--- config.mk ---
export PLATFORM = sky130hd
export DESIGN_NAME = pprt_row_loader
export DESIGN_NICKNAME = d
export VERILOG_FILES = /design/src/rtl/pprt_row_loader.sv
export SDC_FILE = /design/constraint.sdc
export NUM_CORES = 1
export LEC_CHECK = 0
export ABC_AREA = 1
export CORE_ASPECT_RATIO = 0.5
export CORE_MARGIN = 2
export CORE_UTILIZATION = 41
export CTS_BUF_LIST = sky130_fd_sc_hd__clkbuf_4
export CTS_CLUSTER_SIZE = 20
export DETAILED_ROUTE_END_ITERATION = 7
export PLACE_DENSITY = 0.78
export SYNTH_ARGS = -nofsm -noshare
export SYNTH_HDL_FRONTEND = slang
export SYNTH_SLANG_ARGS = --single-unit
--- constraint.sdc ---
create_clock -name clk -period 1.5 [get_ports clk]
set_input_delay 0.375 -clock clk [delete_from_list [all_inputs] [get_ports clk]]
set_output_delay 0.375 -clock clk [all_outputs]
set_load 0.02 [all_outputs]
--- src/rtl/pprt_row_loader.sv ---
// Row loader and result capture around the combinational 8-row reduction tree.
// Rows stream in one per beat into a register bank that drives the tree.
// One settle cycle later the tree sum is registered and offered on a
// valid/ready result port. The bank is held until the result is taken.
module pprt_row_loader #(
    parameter int unsigned WIDTH     = 16,
    parameter int unsigned ROWS      = 8,
    parameter int unsigned OUT_WIDTH = 19
) (
    input  logic                    clk,
    input  logic                    rst,
    input  logic                    in_valid,
    output logic                    in_ready,
    input  logic [WIDTH-1:0]        in_data,
    input  logic                    in_last,
    output logic [ROWS*WIDTH-1:0]   rows_o,
    input  logic [OUT_WIDTH-1:0]    tree_sum_i,
    output logic                    out_valid,
    input  logic                    out_ready,
    output logic [OUT_WIDTH-1:0]    out_sum,
    output logic [3:0]              out_count
);

    localparam int unsigned IdxW = (ROWS > 1) ? $clog2(ROWS) : 1;
    localparam logic [IdxW-1:0] LastIdx = IdxW'(ROWS - 1);

    typedef enum logic [1:0] {
        StLoad,
        StSettle,
        StHold
    } state_e;

    state_e                 state_q, state_d;
    logic [IdxW-1:0]        idx_q, idx_d;
    logic [ROWS*WIDTH-1:0]  bank_q, bank_d;
    logic [3:0]             count_q, count_d;
    logic [OUT_WIDTH-1:0]   out_sum_q, out_sum_d;
    logic [3:0]             out_count_q, out_count_d;
    logic                   out_valid_q, out_valid_d;
    logic                   accept;

    // Ready only while loading; forced low during reset cycles.
    assign in_ready = (state_q == StLoad) && !rst;
    assign accept   = in_valid && in_ready;

    assign rows_o    = bank_q;
    assign out_valid = out_valid_q;
    assign out_sum   = out_sum_q;
    assign out_count = out_count_q;

    // Next-state logic: row writes, batch termination, capture and release.
    always_comb begin
        state_d     = state_q;
        idx_d       = idx_q;
        bank_d      = bank_q;
        count_d     = count_q;
        out_sum_d   = out_sum_q;
        out_count_d = out_count_q;
        out_valid_d = out_valid_q;

        unique case (state_q)
            StLoad: begin
                if (accept) begin
                    for (int k = 0; k < int'(ROWS); k++) begin
                        if (idx_q == IdxW'(k)) begin
                            bank_d[k*WIDTH +: WIDTH] = in_data;
                        end
                    end
                    // Unwritten upper rows are already zero, so a short batch
                    // needs no extra fill here.
                    if (in_last || (idx_q == LastIdx)) begin
                        count_d = 4'(idx_q) + 4'd1;
                        state_d = StSettle;
                    end else begin
                        idx_d = idx_q + IdxW'(1);
                    end
                end
            end
            StSettle: begin
                // Tree has had a full cycle to resolve the final bank.
                out_sum_d   = tree_sum_i;
                out_count_d = count_q;
                out_valid_d = 1'b1;
                state_d     = StHold;
            end
            StHold: begin
                if (out_valid_q && out_ready) begin
                    out_valid_d = 1'b0;
                    bank_d      = '0;
                    idx_d       = '0;
                    state_d     = StLoad;
                end
            end
            default: begin
                state_d = StLoad;
            end
        endcase
    end

    // State registers with synchronous reset that discards any partial batch.
    always_ff @(posedge clk) begin
        if (rst) begin
            state_q     <= StLoad;
            idx_q       <= '0;
            bank_q      <= '0;
            count_q     <= '0;
            out_sum_q   <= '0;
            out_count_q <= '0;
            out_valid_q <= 1'b0;
        end else begin
            state_q     <= state_d;
            idx_q       <= idx_d;
            bank_q      <= bank_d;
            count_q     <= count_d;
            out_sum_q   <= out_sum_d;
            out_count_q <= out_count_d;
            out_valid_q <= out_valid_d;
        end
    end

endmodule

==> impl_results.md, run 1 <==
* Ant diodes at 0
* Synth Instances at 999
* Min cycle time layout at between 1500 and 2000 ps
* Final Cycle Share at 109%
* Mapped cell area at 6580 sq um
* Iter 0 DRT Violations at 416
* Worst-Margin Slew at ~330 ps
* Total global routing overflow at 0
* Total GRT Usage at 23.6%
* Final TNS setup at -2200 ps
* Cell row count at 32
* CTS Sinks at 161
* Avg Cell Area, Syn at 6.59 sq um
* Ports at about 190
* Slew margin rel. at 78.3%
* Worst-path maximum fanout at 3
* Root buffer cell: clkbuf_4
* Worst setup SP type: flip-flop
* Post-route ant nets at 0
* Via count at 6971
* DIE AREA at ~17000 sq um
* H-tree depth at 4
* WHS Endpoint: state_q[1]$_SDFFE_PP0P_
* Placer Congestion at 0.815
* Die Wd at 183 um
* PD cells at 1580 nW/um^2
* NumNets Final at 1300
* Post-DP HPWL at 14000 um
* Via/cell ratio at 4.74
* RSZ-0062 raised after global routing: yes
* Worst-skew pair later-pin latency at 580 ps
* Layout cell share with drive strength beyond 1 at 35.9%
* Vias in the first global route at just over 6000
* Failing checks: setup timing
* Setup WS post-layout at -128 ps
* First-pass GRT wire length at 31400 um
* Leading cell type in the layout, fill and taps excluded: nor2_1
* Mean routed wirelength per cell at 15.0 um
* Utilization after layout at 64.4%
* R2r endpoint: rows_o[91]$_SDFFE_PP0P_
* Fin. max-slew vios at 0
* Fill cell count at ~1300
* Commonest non-fill, non-tap cells in the layout: nor2_1 (315), nand2_1 (257), buf_4 (126)
* Synthesis-stage register bit count at 161
* Worst vdd ir at 0.000607 V
* Initial Utilization at 42.4%
* Area Growth Syn to Fin at 52.1%
* CP required at around 1100 ps
* Static Leak at a little over 5 nW
* Post-Route WL at ~22000 um
* Top cell type by total area after synthesis: dfxtp_1
* I/O Buffers at approximately 190
* Sequential area share after synthesis at 49.0%
* Crit. End Element: output port
* Total power at 15.9 mW
* R2R cell count at 10
* Core Area at about 16000 sq um
* Max-Cap Viols at 0
* Worst reg-to-reg setup slack at -90 ps
* Status: finished with violations
* Initial antenna violation count at 0
* Die Height at 93.6 um
* Library cells used by synthesis at 19
* Final setup vio count at 62
* Largest net degree at the start of global routing at 71
* Cell Area, Placed at between 9000 and 10000 sq um
* Synth top area share at roughly 49%
* CP Class: reg2out
* WHS Path Cells at 3
* Final Hold Viols at 0
* Final instance area at roughly 10000 sq um
* Clock skew at 39.9 ps
* CTS tree: built
* Pre-Repair DR Iteration Count at 5
* DP Worst Slack at -557 ps
* DR DRC count at 0
* Worst Hold Launch: rst
* CTS buffer count at 17
* Clk buf depth at 2
* Hold WC Path Type: in2reg
* YS warnings at 0
* Reg clk slew, reported paths at about 140 ps
* CP arrival at 1250 ps
* Fmax at 614 MHz
* Syn nets at between 1000 and 1500
* R2R Path Start: state_q[1]$_SDFFE_PP0P_
* Ranking of synthesized cells by area: dfxtp_1 (49%), nor2_1 (18%), nand2_1 (17%)
[how the worst max path moves through the flow]
stage | startpoint | to | slack (ps) | cells after the start
5_1_grt | state_q[1]$_SDFFE_PP0P_ | in_ready | -190 | 2
3_5_place_dp | rst | in_ready | -560 | 3
4_1_cts | state_q[0]$_SDFFE_PP0P_ | in_ready | -150 | 2
2_1_floorplan | idx_q[0]$_SDFFE_PP0P_ | rows_o[42]$_SDFFE_PP0P_ | 40 | 11
6_report | state_q[1]$_SDFFE_PP0P_ | in_ready | -130 | 2
3_3_place_gp | rst | in_ready | -540 | 3
[flip-flops by register name, summed over array words and instances (netlist names)]
name / cells
count_q: 4
idx_q: 3
out_count: 4
out_sum: 19
out_valid: 1
rows_o: 128
state_q: 2
[power by group]
| part | leakage [nW] | total, mW | internal (mW) | switching, mW |
|---|---|---|---|---|
| Clock | 0.165 | 2.78 | 1.05 | 1.73 |
| Sequential | 1.35 | 5.77 | 5.24 | 0.526 |
| Combinational | 3.66 | 7.30 | 2.98 | 4.33 |
| Total | 5.18 | 15.9 | 9.27 | 6.59 |
[Yosys cell counts]
master / n
clkbuf_1: 20
nor2_1: 321
buf_1: 3
nand2_1: 306
buf_2: 9
nor3_1: 2
dfxtp_1: 161
nand2_2: 5
buf_4: 10
inv_1: 106
inv_2: 5
nand3_1: 4
nor2_2: 3
nand3_2: 1
a21oi_1: 5
o21ai_0: 27
buf_6: 2
nand2_4: 3
ha_1: 6
[critical path: stages (launching register included)]
cell and delay [ps]:
dfxtp_4 380, nor3_4 180, buf_6 140
[cell type report]
cell class | count | area (sq um) | share of cell area [%]
Timing Repair inverter | 1 | 8.76 | 0.0875
Multi-Input combinational cell | 686 | 3120 | 31.2
Sequential cell | 161 | 3350 | 33.5
Inverter | 111 | 444 | 4.44
Timing Repair Buffer | 276 | 2530 | 25.3
Clock buffer | 17 | 128 | 1.27
Clock inverter | 15 | 175 | 1.75
Tap cell | 204 | 255 | 2.55
[timing repair]
item / 4_1_cts / 5_1_grt
gates resized for setup: 720 / 281
cloned: 4 / 7
setup endpoints to repair: 262 / 257
setup buffers: 6 / 14
hold buffers: 0 / 0
pin swaps: 9 / 31
endpoints found under the hold margin: 0 / 0
[cell families (layout without fill, tap and decap cells)]
logic type	after synthesis	count (layout)	synth area share, %
buffers and inverters	155	420	9.81
DFF	161	161	49.0
and+or+nand+nor	645	648	37.6
AOI/OAI and AO/OA	32	32	2.43
adders and majority gates	6	6	1.14
[routing by layer]
metal,global-route usage [%],wire [um]
met2,40.1,10800
met1,29.5,9220
met5,0,0
met3,4.09,1380
met4,11.1,744
[per-stage QoR]
stage | hold WS [ps] | instances
after CTS | 348 | 1452
after floorplan | 436 | 999
final | 382 | 1471
after global routing | 371 | 1471
after detailed placement | 462 | 1410
after global placement | 447 | 1410
(Power assumes the default switching activity.)
==> run 2, diff against run 1 <==
--- a/config.mk
+++ b/config.mk
@@ -6,7 +6,7 @@
 export NUM_CORES = 1
 export LEC_CHECK = 0
 export ABC_AREA = 1
-export CORE_ASPECT_RATIO = 0.5
+export CORE_ASPECT_RATIO = 1.1
 export CORE_MARGIN = 2
 export CORE_UTILIZATION = 41
 export CTS_BUF_LIST = sky130_fd_sc_hd__clkbuf_4
==> run 2 against run 1 <==
Net effect:
- register-to-register slack worse by 120 ps
- largest power group unchanged
- combinational power up 25%
- global-route usage up 1.3 points
- wire length up 11%
- first-iteration DRC count up 50%
- critical path type is now reg2reg
- fmax down 4.8%
- the run still ends with setup timing left
- largest cell class is now multi-input gates
- sequential share of layout area down 2.7 points
- non-clock buffer count up 23
- worst hold slack better by 8.5 ps
- highest routed layer unchanged
- count of clock-buffer cells in the layout unchanged
==> impl_results.md, run 2 (synthesis gave the netlist of run 1 again) <==
* Total GRT Usage at 24.9% (+1.3 points)
* CP Class: reg2reg
* Total power at 17.5 mW (+11%)
* Commonest non-fill, non-tap cells in the layout: nor2_1 (290), nand2_1 (198), buf_4 (147)
* Post-Route WL at 24600 um (+11%)
* Failing checks: setup timing
* Number of flip-flops under the largest register name at 128 (unchanged)
* Part of the power in registers at 33.4% (-3.0 points)
* Worst Hold Launch: out_ready
* Die Wd at 125 um (-32%)
* Static Leak at 5.37 nW (+3.7%)
* Worst-path maximum fanout at 5 (+2)
* Final setup vio count at 124 (+100%)
* NumNets Final at 1327 (+2.1%)
* Clock power frac at 14.8% (-2.7 points)
* R2R cell count at 12 (+2)
* Logic pwr share at 51.8% (+5.7 points)
* Final Cycle Share at 114% (+5.4 points)
* Post-DP HPWL at 13400 um (-4.4%)
* Initial Utilization at 42.0% (-0.38 points)
* Iter 0 DRT Violations at 622 (+50%)
* Worst-Margin Slew at 415 ps (+89.1 ps)
* WHS Endpoint: out_valid$_SDFFE_PP0P_
* Worst reg-to-reg setup slack at -210 ps (-120 ps)
* Crit. End Element: flip-flop
* Area Growth Syn to Fin at 67.3%
* Initial antenna violation count at 3 (+3)
* Worst vdd ir at 0.000846 V (+39%)
* DR DRC count at 0 (unchanged)
* Fmax at 585 MHz (-4.8%)
* I/O Buffers at 192 (unchanged)
* Die Height at 137 um (+46%)
* Hold WC Path Type: in2reg
* Clk buf depth at 2 (unchanged)
* CP arrival at 2210 ps (+960 ps)
* Leading cell type in the layout, fill and taps excluded: nor2_1
* Vias in the first global route at 6561 (+5.4%)
* Placer Congestion at 0.834 (+2.3%)
* Root buffer cell: clkbuf_4
* Pre-Repair DR Iteration Count at 5 (unchanged)
* Final Hold Viols at 0 (unchanged)
* Slew margin rel. at 72.3% (-5.9 points)
* Cell row count at 48 (+50%)
* Worst-skew pair later-pin latency at 570 ps (about the same)
* R2R Path Start: state_q[0]$_SDFFE_PP0P_
* R2r endpoint: rows_o[126]$_SDFFE_PP0P_
* Min cycle time layout at 1710 ps (+81.4 ps)
* Setup WS post-layout at -210 ps (-81.4 ps)
* Status: finished with violations
* Max-Cap Viols at 0 (unchanged)
* PD cells at 1590 nW/um^2 (+0.58%)
* Mean routed wirelength per cell at 16.4 um (+9.3%)
* Via count at 7343 (+5.3%)
* CTS tree: built
* Largest net degree at the start of global routing at 83 (+17%)
* Post-route ant nets at 0 (unchanged)
* Via/cell ratio at 4.91 (+3.5%)
* H-tree depth at 4 (unchanged)
* Post-Layout Cell Count at 1497 (+1.8%)
* Clock skew at 20.3 ps (-19.6 ps)
* CTS buffer count at 17 (unchanged)
* Pint at 10.1 mW (+9.5%)
* Psw at 7.39 mW (+12%)
* CTS Sinks at 161 (unchanged)
* Layout cell share with drive strength beyond 1 at 46.6% (+11 points)
* Reg clk slew, reported paths at 140 ps (about the same)
* Fill cell count at 1168 (-9.6%)
* Core Area at 15700 sq um (+0.90%)
* First-pass GRT wire length at 33400 um (+6.5%)
* Placed cell count at 1397 (-0.92%)
* CP required at 2000 ps (+880 ps)
* WHS Path Cells at 2 (-1)
* Worst setup SP type: flip-flop
* Switching Fraction at 42.1% (+0.57 points)
* Ports at 193 (unchanged)
* Total global routing overflow at 0 (unchanged)
* RSZ-0062 raised after global routing: yes
* Fin. max-slew vios at 0 (unchanged)
* DIE AREA at 17100 sq um (-0.35%)
==> run 2: how the worst max path moves through the flow <==
| stage | cells past startpoint | startpoint | endpoint | slack, ps |
|---|---|---|---|---|
| global route | 12 | state_q[0]$_SDFFE_PP0P_ | rows_o[126]$_SDFFE_PP0P_ | -280 |
| detailed placement | 3 | rst | in_ready | -550 |
| CTS | 2 | state_q[1]$_SDFFE_PP0P_ | in_ready | -190 |
| global placement | 3 | rst | in_ready | -520 |
| floorplan | 11 | idx_q[0]$_SDFFE_PP0P_ | rows_o[42]$_SDFFE_PP0P_ | 40 |
| finish | 12 | state_q[0]$_SDFFE_PP0P_ | rows_o[126]$_SDFFE_PP0P_ | -210 |
==> run 2: worst max-delay path, cell delays in order (launching register included) <==
cell and delay (ps):
dfxtp_4 400, buf_6 140, nor2_4 100, nand2_2 70, nand2_4 100, buf_6 140
inv_12 30, buf_12 140, buf_8 140, buf_6 120, nand3_1 60, nand2_1 70
nor2_1 120
==> run 2: routing by layer <==
metal	GRT usage [%]	wire [um]
met1	28.4	9380
met2	43.2	12400
met3	6.61	1570
met4	12.4	1280
met5	0	0
==> run 2: stage by stage <==
stage / setup TNS [ps] / util [%] / area [sq um] / setup slack (ps) / hold slack (ps)
floorplan: 0 / - / 6590 / 43.1 / 436
global placement: -54160 / 58.0 / 9090 / -518 / 452
detailed placement: -57310 / 58.0 / 9090 / -547 / 459
CTS: -2740 / 60.8 / 9530 / -190 / 366
global route: -18020 / 70.3 / 11000 / -278 / 361
finish: -11820 / 70.3 / 11000 / -210 / 390
==> run 2: timing repair <==
action,4_1_cts,5_1_grt
resized for setup,800,422
pin swaps,20,49
endpoints found under the setup margin,225,298
gates cloned,12,8
setup buffers,19,28
hold buffers,0,0
==> run 2: area by class of cell <==
type,instances,area (sq um),area share [%]
Tap cell,200,250,2.27
Timing Repair Buffer,299,3090,28.1
Sequential cell,161,3380,30.7
Multi-Input combinational cell,691,3540,32.1
Clock inverter,15,149,1.35
Antenna cell,3,7.51,0.0682
Inverter,111,467,4.24
Clock buffer,17,128,1.16
==> run 2: power by group through the flow <==
stage          sequential [mW]  combinational, mW  clock, mW
2_1_floorplan             6.63               2.50          0
3_3_place_gp              5.70               6.20          0
3_5_place_dp              5.72               6.31          0
4_1_cts                   5.66               6.88       2.63
5_1_grt                   5.94               9.69       2.81
6_report                  5.85               9.09       2.59
==> run 3, diff against run 2 <==
--- a/config.mk
+++ b/config.mk
@@ -6,13 +6,15 @@
 export NUM_CORES = 1
 export LEC_CHECK = 0
 export ABC_AREA = 1
+export CELL_PAD_IN_SITES_DETAIL_PLACEMENT = 1
+export CELL_PAD_IN_SITES_GLOBAL_PLACEMENT = 1
 export CORE_ASPECT_RATIO = 1.1
 export CORE_MARGIN = 2
-export CORE_UTILIZATION = 41
+export CORE_UTILIZATION = 30
 export CTS_BUF_LIST = sky130_fd_sc_hd__clkbuf_4
 export CTS_CLUSTER_SIZE = 20
 export DETAILED_ROUTE_END_ITERATION = 7
-export PLACE_DENSITY = 0.78
+export PLACE_DENSITY = 0.81
 export SYNTH_ARGS = -nofsm -noshare
 export SYNTH_HDL_FRONTEND = slang
 export SYNTH_SLANG_ARGS = --single-unit
==> run 3 against run 2 <==
Net effect:
- the flow still finishes with violations (setup timing)
- final cell count is 6.2% higher
- global-route usage is 1.7 points lower
- wire length is 18% higher
- critical path type unchanged
- critical endpoint is now rows_o[112]$_SDFFE_PP0P_
- largest power group unchanged
==> impl_results.md, run 3 (synthesis gave the netlist of run 1 again) <==
* Status: finished with violations
* Failing checks: setup timing
* I/O Buffers at 192 (unchanged)
* Part of the power in registers at 33.4% (about the same)
* Iter 0 DRT Violations at 278 (-55%)
* Commonest non-fill, non-tap cells in the layout: nor2_1 (286), nand2_1 (262), buf_6 (162)
* Clock skew at 43.2 ps (+22.9 ps)
* Slew margin rel. at 73.4% (+1.1 points)
* Post-route ant nets at 0 (unchanged)
* Clock power frac at 16.9% (+2.1 points)
* Placer Congestion at 0.849 (+1.8%)
* Fin. max-slew vios at 0 (unchanged)
* H-tree depth at 4 (unchanged)
* Min cycle time layout at 1770 ps (+62.4 ps)
* Pint at 10.5 mW (+3.7%)
* First-pass GRT wire length at 42000 um (+26%)
* Leading cell type in the layout, fill and taps excluded: nor2_1
* DIE AREA at 23100 sq um (+35%)
* Number of flip-flops under the largest register name at 128 (unchanged)
* Worst vdd ir at 0.000580 V (-32%)
* CP required at 1990 ps (about the same)
* Total GRT Usage at 23.2% (-1.7 points)
* Core Area at 21400 sq um (+37%)
* Max-Cap Viols at 0 (unchanged)
* Initial antenna violation count at 2 (-1)
* DR DRC count at 0 (unchanged)
* PD cells at 1590 nW/um^2 (about the same)
* Via count at 7347 (+0.054%)
* CP Class: reg2reg
* FF/Latch Area at 3430 sq um (+1.3%)
* Post-Route WL at 28900 um (+18%)
* Reg clk slew, reported paths at 160 ps (+20 ps)
* Fmax at 564 MHz (-3.5%)
* Final TNS setup at -9430 ps (+2390 ps)
* Crit. End Element: flip-flop
* Switching Fraction at 41.4% (-0.73 points)
* NumNets Final at 1331 (+0.30%)
* Logic pwr share at 49.7% (-2.1 points)
* Worst-Margin Slew at 399 ps (-16.1 ps)
* Via/cell ratio at 4.62 (-5.8%)
* Layout cell share with drive strength beyond 1 at 45.1% (-1.5 points)
* Largest net degree at the start of global routing at 83 (unchanged)
* DP Worst Slack at -578 ps (-30.8 ps)
* Static Leak at 5.45 nW (+1.4%)
* RSZ-0062 raised after global routing: yes
* Initial Utilization at 30.7% (-11 points)
* Post-Layout Cell Count at 1590 (+6.2%)
* Final Hold Viols at 0 (unchanged)
* Final setup vio count at 124 (unchanged)
* Vias in the first global route at 7536 (+15%)
* CTS buffer count at 17 (unchanged)
* Root buffer cell: clkbuf_4
* Pre-Repair DR Iteration Count at 4 (-1)
* Worst-path maximum fanout at 8 (+3)
* Area Growth Syn to Fin at 71.4%
* Total global routing overflow at 0 (unchanged)
* CP max stage delay at 410 ps (about the same)
* Placed cell count at 1497 (+7.2%)
* CP max stage cell: dfxtp_4
* Die Wd at 145 um (+16%)
* CTS Sinks at 161 (unchanged)
* Mean routed wirelength per cell at 18.2 um (+11%)
* Hold WC Path Type: in2reg
* Ports at 193 (unchanged)
* CTS tree: built
* Final Cycle Share at 118% (+4.2 points)
* Worst-skew pair later-pin latency at 600 ps (+30 ps)
* Die Height at 159 um (+16%)
* Post-DP HPWL at 16700 um (+24%)
* Worst setup SP type: flip-flop
* Cell row count at 56 (+17%)
* Multi-input gate area at 3280 sq um (-7.2%)
* Setup WS post-layout at -272 ps (-62.4 ps)
* CP arrival at 2260 ps (+50 ps)
* Fill cell count at 2641 (+130%)
* Psw at 7.43 mW (+0.58%)
* Critical Path, Cell by Cell: buf_4, inv_4, nand3_4, nand2_8, inv_12, buf_12, nand2_8, buf_12, nand2_1, nand2_1, nor2_1
* Clk buf depth at 2 (unchanged)
==> run 3: cell types whose count changed in the layout (fill, tap and decap cells not counted), moves of 5 or more <==
cell and delta:
inv_2 +8, dfxtp_1 -28, dfxtp_2 +25, nand2_4 -8
o21ai_0 -11, nand2_1 +64, o21ai_1 +10, inv_1 -11
buf_4 -73, buf_6 +91, buf_2 -5, nand2_2 -57
==> run 3: stage by stage <==
stage	total power [mW]	utilization, %	hold slack [ps]	cell area, sq um
final	18.0	52.6	385	11300
after global routing	18.9	52.6	370	11300
after CTS	16.9	49.3	358	10600
after detailed placement	12.3	43.3	467	9280
after global placement	12.1	43.3	458	9280
after floorplan	9.13	-	436	6590
==> run 3: per-layer routing <==
metal | vias up | share of wire, % | global-route usage [%]
met5 | - | 0 | 0
met4 | 0 | 3.7 | 10.5
met3 | 56 | 4.8 | 5.70
met2 | 211 | 52 | 41.5
met1 | 3568 | 40 | 26.0
li1 | 3512 | - | -
==> run 3: layout make-up <==
cell class / instances / area share (%)
timing repair inverter: 2 / 0.155
inverter: 111 / 4.24
clock buffer: 18 / 1.20
clock inverter: 14 / 1.73
sequential: 161 / 30.4
antenna: 2 / 0.0444
multi-input combinational: 687 / 29.1
timing repair buffer: 305 / 30.0
tap: 290 / 3.22
==> run 3: power by group through the flow <==
stage / Sequential (mW) / Combinational [mW] / Clock [mW]
floorplan: 6.63 / 2.50 / 0
global placement: 5.70 / 6.40 / 0
detailed placement: 5.73 / 6.60 / 0
CTS: 5.81 / 7.95 / 3.09
global route: 6.08 / 9.56 / 3.29
finish: 6.00 / 8.91 / 3.04
==> run 3: critical path, delay by kind of cell (launching register included) <==
family                 cells  cell delay [ps]
buffers and inverters      5              620
AND/OR/NAND/NOR            6              620
flip-flops                 1              410
==> run 3: timing repair <==
item,in CTS,in global routing
resized for setup,1110,187
buffers inserted,27,22
pin swaps,26,11
gates cloned,13,1
endpoints found under the setup margin,273,308
hold buffers,0,0
==> run 3: worst paths after layout <==
| check | startpoint | endpoint | slack (ps) | cells past startpoint |
|---|---|---|---|---|
| max | state_q[0]$_SDFFE_PP0P_ | rows_o[112]$_SDFFE_PP0P_ | -270 | 11 |
| min | tree_sum_i[18] | out_sum[18]$_SDFFE_PP0P_ | 390 | 3 |
| max reg2reg | state_q[0]$_SDFFE_PP0P_ | rows_o[112]$_SDFFE_PP0P_ | -270 | 11 |
| min reg2reg | out_sum[5]$_SDFFE_PP0P_ | out_sum[5]$_SDFFE_PP0P_ | 490 | 2 |
